## src/rtl/seg_pkg.sv

```systemverilog
// Shared constants and helpers for the multiplexed 7-segment scan display.
// The segment table is active-high; the display polarity is applied by seg_polarity().
package seg_pkg;

    localparam int NDIG = 8;

    localparam logic [7:0] SEG_OFF_AL = 8'hFF;
    localparam logic [7:0] SEG_OFF_AH = 8'h00;

    // Bit order is {g,f,e,d,c,b,a}, indexed by the hex nibble value
    localparam logic [6:0] HEX_SEG [16] = '{
        7'h3F, 7'h06, 7'h5B, 7'h4F,
        7'h66, 7'h6D, 7'h7D, 7'h07,
        7'h7F, 7'h6F, 7'h77, 7'h7C,
        7'h39, 7'h5E, 7'h79, 7'h71
    };

    typedef struct packed {
        logic [31:0] value;
        logic [7:0]  dp;
    } disp_word_t;

    function automatic logic [7:0] seg_polarity(input logic [7:0] pattern, input bit active_low);
        return active_low ? ~pattern : pattern;
    endfunction

endpackage

```

## src/rtl/seg_scan_display_dec.sv

```systemverilog
// Combinational hex digit decoder: nibble plus decimal point to an active-high
// segment byte {dp,g,f,e,d,c,b,a}.
module hex7seg_dec
    import seg_pkg::*;
(
    input  logic [3:0] nibble,
    input  logic       dp,
    output logic [7:0] pattern
);

    assign pattern = {dp, HEX_SEG[nibble]};

endmodule

```

## src/rtl/seg_scan_display.sv

```systemverilog
// Time-multiplexed 8-digit hex display. A captured value waits in a pending
// register and is only committed at a frame boundary so a scan never tears.
module seg_scan_display
    import seg_pkg::*;
#(
    parameter int SCAN_DIV       = 50000,
    parameter bit BLANK_LZ       = 1'b1,
    parameter bit SEG_ACTIVE_LOW = 1'b1
) (
    input  logic        clk,
    input  logic        rst,
    input  logic [31:0] data,
    input  logic [7:0]  dp_in,
    input  logic        data_vld,
    output logic [7:0]  seg,
    output logic [2:0]  which,
    output logic        frame_done
);

    localparam int         CNT_W   = $clog2(SCAN_DIV);
    localparam logic [7:0] SEG_OFF = SEG_ACTIVE_LOW ? SEG_OFF_AL : SEG_OFF_AH;

    logic [CNT_W-1:0] presc_q;
    logic             tick;
    logic             boundary;
    logic [2:0]       which_q;
    logic [2:0]       which_d;
    disp_word_t       pend_q;
    logic             pend_flag_q;
    disp_word_t       shadow_q;
    disp_word_t       shadow_d;
    logic             frame_done_q;
    logic [7:0]       seg_q;
    logic [7:0]       seg_d;
    logic [3:0]       nibble;
    logic             dp_bit;
    logic [31:0]      upper;
    logic             blank;
    logic [7:0]       raw_pattern;

    assign tick     = (presc_q == CNT_W'(SCAN_DIV - 1));
    assign boundary = tick && (which_q == 3'(NDIG - 1));

    always_ff @(posedge clk or posedge rst) begin
        if (rst) begin
            presc_q <= '0;
        end else if (tick) begin
            presc_q <= '0;
        end else begin
            presc_q <= presc_q + CNT_W'(1);
        end
    end

    assign which_d = tick ? (which_q + 3'd1) : which_q;

    always_ff @(posedge clk or posedge rst) begin
        if (rst) begin
            which_q      <= 3'd0;
            frame_done_q <= 1'b0;
        end else begin
            which_q      <= which_d;
            frame_done_q <= boundary;
        end
    end

    // A strobe landing on the boundary bypasses pending and commits directly
    always_comb begin
        shadow_d = shadow_q;
        if (boundary) begin
            if (data_vld) begin
                shadow_d.value = data;
                shadow_d.dp    = dp_in;
            end else if (pend_flag_q) begin
                shadow_d = pend_q;
            end
        end
    end

    always_ff @(posedge clk or posedge rst) begin
        if (rst) begin
            pend_q      <= '0;
            pend_flag_q <= 1'b0;
            shadow_q    <= '0;
        end else begin
            if (data_vld) begin
                pend_q.value <= data;
                pend_q.dp    <= dp_in;
            end
            if (boundary) begin
                pend_flag_q <= 1'b0;
            end else if (data_vld) begin
                pend_flag_q <= 1'b1;
            end
            shadow_q <= shadow_d;
        end
    end

    // Segment data is computed from the next digit index and next shadow so
    // seg and which always change together on the tick edge.
    assign nibble = shadow_d.value[{which_d, 2'b00} +: 4];
    assign dp_bit = shadow_d.dp[which_d];
    assign upper  = shadow_d.value >> {which_d, 2'b00};
    assign blank  = BLANK_LZ && (which_d != 3'd0) && (upper == '0);

    hex7seg_dec u_dec (
        .nibble  (nibble),
        .dp      (dp_bit),
        .pattern (raw_pattern)
    );

    assign seg_d = blank ? SEG_OFF : seg_polarity(raw_pattern, SEG_ACTIVE_LOW);

    always_ff @(posedge clk or posedge rst) begin
        if (rst) begin
            seg_q <= SEG_OFF;
        end else if (tick) begin
            seg_q <= seg_d;
        end
    end

    assign seg        = seg_q;
    assign which      = which_q;
    assign frame_done = frame_done_q;

endmodule

```

## config.mk

```make
export PLATFORM = sky130hd
export DESIGN_NAME = seg_scan_display
export DESIGN_NICKNAME = d
export VERILOG_FILES = /design/src/rtl/seg_pkg.sv /design/src/rtl/seg_scan_display_dec.sv /design/src/rtl/seg_scan_display.sv
export SDC_FILE = /design/constraint.sdc
export NUM_CORES = 1
export LEC_CHECK = 0
export CAP_MARGIN = 15
export CORE_UTILIZATION = 58
export DETAILED_ROUTE_END_ITERATION = 8
export PLACE_DENSITY = 0.8
export SETUP_SLACK_MARGIN = 0.4
export SYNTH_ARGS = -nofsm -noshare
export SYNTH_HDL_FRONTEND = slang
export SYNTH_SLANG_ARGS = --single-unit
```

## constraint.sdc

```tcl
create_clock -name clk -period 4.8 [get_ports clk]
set_input_delay 0.48 -clock clk [delete_from_list [all_inputs] [get_ports clk]]
set_output_delay 0.48 -clock clk [all_outputs]
set_load 0.02 [all_outputs]
```

==> implementation parameters, run 1 <==
Parameter                              Value

Status
  Outcome    completed

Global route
  Via count of the first global-routing pass    5061
  Wire length of the first global-routing pass    25100 µm
  Maximum number of pins on one net before global-route repair    82
  Gr usage total    0.294
  Overflow left after global routing    0
  Number of antenna violations at the first check in global routing    0

Route
  Drt first pass iters    5
  Initial DRC count    342
  DRC errors left    0
  Via density per instance    6.06
  Post-Route WL    15200 µm
  Wire length per cell after detailed routing    18.2 µm
  Total via count after detailed routing    5074
  Number of antenna-violating nets in the routed design    0

Synthesis
  Ys async rst share    1.00
  Synthesized netlist cell count    648
  Register area share after synthesis    0.447
  Number of flip-flops and latches in the synthesized netlist    109
  Number of enable flip-flop cells after synthesis    0
  Cell Area, Synth    0.00612 mm²
  Synth warn    0
  Library cells used by synthesis    59
  Flip-flop cell with the highest count after synthesis    dfrtp_1
  Mean cell area of the mapped netlist    9.45 µm²
  Number of nets produced by synthesis    700

Min path
  Hold wc startpoint    presc_q[0]
  Cell depth of the worst min-delay path    1
  Worst hold path type    reg -> reg

CTS
  Hold bufs inserted after CTS    0
  Clk root buf    clkbuf_8
  Source-to-sink clock delay at the later pin of the worst-skew pair    400 ps
  CTS clk-pin slew, worst paths    100 ps
  Number of sinks handled by clock tree synthesis    109
  H-tree depth    3
  Clock buffer count from CTS    9
  Buffers from clock root to sink, at most    2
  Clock tree from TritonCTS    done

Flow run
  Number of max-cap violations    0

Floorplan
  Overall die height    105 µm
  Floorplan row count    37
  Initial core utilization    0.596
  Overall die area    0.0110 mm²
  IO Count    55
  CORE AREA    0.0103 mm²
  Horizontal die dimension    105 µm

Final layout
  Area growth syn-to-layout    16.7%
  Final #Nets    748
  FF+latch area    0.00274 mm²
  Layout cells sized above 1    0.143
  Most frequent cells in the layout    101 x dfrtp_1, 93 x nand2_1, 53 x clkdlybuf4s50_1
  Most common library cell in the layout ignoring fill and taps    dfrtp_1
  Filler Cell Count    815
  Number of diodes added for antenna fixing    0
  Combined area of the multi-input logic cells    0.00308 mm²

Timing
  Number of hold violations in the final report    0
  Period utilisation layout    0.858
  Unrepaired setup endpoints after global routing    false
  Actual transition at the worst max-transition pin    987 ps
  Period minus WS final    4120 ps
  Setup-failing EPs final    0
  Setup TNS    0 ps
  Total count of max-transition violations in the final report    0
  Slew margin rel.    0.342
  Max Clock Freq    243 MHz
  Final setup skew    10.5 ps

Setup path
  Nature of the critical path endpoint    register
  Crit path kind    reg -> reg
  Critical path data arrival time    4440 ps
  Register-to-register setup slack    680 ps
  Critical Path Source Type    register
  Reg-to-Reg Start    presc_q[11]
  Start point of the critical path    presc_q[11]
  Reg2Reg Depth    14
  Endpoint required time on the critical path    5130 ps
  Worst Path Max Fanout    40

Power and ir drop
  Standby leakage power    3.16 nW
  IR drop worst, VDD    0.266 mV
  Total power of the final layout    0.00184 W
  Int Pwr    0.00143 W
  P_sw    0.000408 W
  Seq pwr share    0.525
  Clock network power share    0.399
  Relative contribution of combinational cells to total power    0.075
  Sw frac    0.222
  Pwr Density    257 mW/mm²

Place
  IO Port Bufs    54
  Half-perimeter wire length of the detailed placement result    10900 µm
  Gpl congestion    0.991
## worst max-delay path, cell delays in order (launching register included)
cell	delay, ps
dfrtp_1	440
or4b_4	610
or4_1	550
buf_4	280
o21ai_0	220
nand3_1	200
mux2_2	320
nand2_1	70
a32o_1	270
inv_1	130
ha_1	250
nand2_1	120
mux2i_1	80
a2111oi_1	350
a21oi_1	120
## worst paths after layout
check                              to
setup / recovery               seg[0]
hold / removal             presc_q[0]
setup reg to reg               seg[0]
hold reg to reg            presc_q[0]
max in group asynchronous  pend_q[31]
min in group asynchronous   pend_q[3]
## repair_timing
action | in CTS | in global routing
buffers inserted | 0 | 1
gates resized for setup | 0 | 4
setup endpoints to repair | 0 | 2
## per-stage QoR
stage	worst slack, ps	instance area, µm²	instances	util	hold slack, ps
6_report	682	7140	837	0.695	488
5_1_grt	415	7140	837	0.695	514
4_1_cts	581	7120	836	0.693	492
3_5_place_dp	604	6850	820	0.667	472
3_3_place_gp	691	6850	820	0.667	460
2_1_floorplan	673	6120	648	-	441
## kinds of logic (layout without fill, tap and decap cells)
group	count (synthesis)	count (layout)	share of synthesized area
AND/OR/NAND/NOR	220	220	0.170
XOR/XNOR	14	14	0.0213
adder cells (fa/ha/maj)	9	9	0.0184
flip-flops	109	109	0.447
multiplexers	83	83	0.146
buffers and inverters	85	138	0.0558
AO/OA/AOI/OAI	128	128	0.140
## power by group through the flow
stage	clock network, W	registers, W	logic (W)
after floorplan	0	0.000978	0.0000817
after global placement	0	0.000981	0.000135
after detailed placement	0	0.000983	0.000140
after CTS	0.000746	0.000965	0.000141
after global routing	0.000773	0.000969	0.000156
final	0.000734	0.000966	0.000139
## cells in the mapped netlist, types with 3 or more instances
cell        n  area [µm²]
inv_1      43         161
nand4_1     4        25.0
ha_1        9         113
mux2i_1    49         490
or3_1       7        43.8
xnor2_1     3        26.3
buf_2       8        40.0
nand2_1    93         349
o31ai_1     3        22.5
nand3_1    28         140
a21oi_1    16        80.1
and2_1      3        18.8
a211oi_1    6        45.0
o211ai_1   11        82.6
nor2b_1     5        31.3
a31oi_1     4        25.0
a32oi_1    17         149
o21ai_0    46         230
dfrtp_1   101        2530
clkbuf_1   29         109
or2_2       6        37.5
mux2_2     32         360
nor3_1      9        45.0
nor2_1     41         154
and3_1      8        50.1
xor2_1     10        87.6
nor4_1      3        18.8
dfstp_2     8         210
o21a_1      5        37.5
## sequential cells by signal, indices dropped and copies added, names as in the netlist
name and flops:
frame_done 1, shadow_q 40, presc_q 16, pend_q 40, which 3, pend_flag_q 1
seg 8
## final cells by class
type / instances / share of cell area
multi-input combinational: 454 / 0.432
sequential: 109 / 0.383
timing repair buffer: 76 / 0.0981
inverter: 46 / 0.0252
tap: 136 / 0.0238
clock buffer: 10 / 0.0193
clock inverter: 6 / 0.0187
## per-layer routing
layer,global-route usage,wire length [µm],vias up
li1,-,-,2382
met4,0.122,348,0
met5,0,0,-
met2,0.471,7270,172
met1,0.383,6650,2486
met3,0.0730,948,34
(Power assumes the default switching activity.)
==> inputs of run 2 (changes only) <==
Settings changed: HOLD_SLACK_MARGIN set to 0.08.
==> results of run 2 <==
Same layout as run 1: the final DEF is identical, and so are final timing and power.
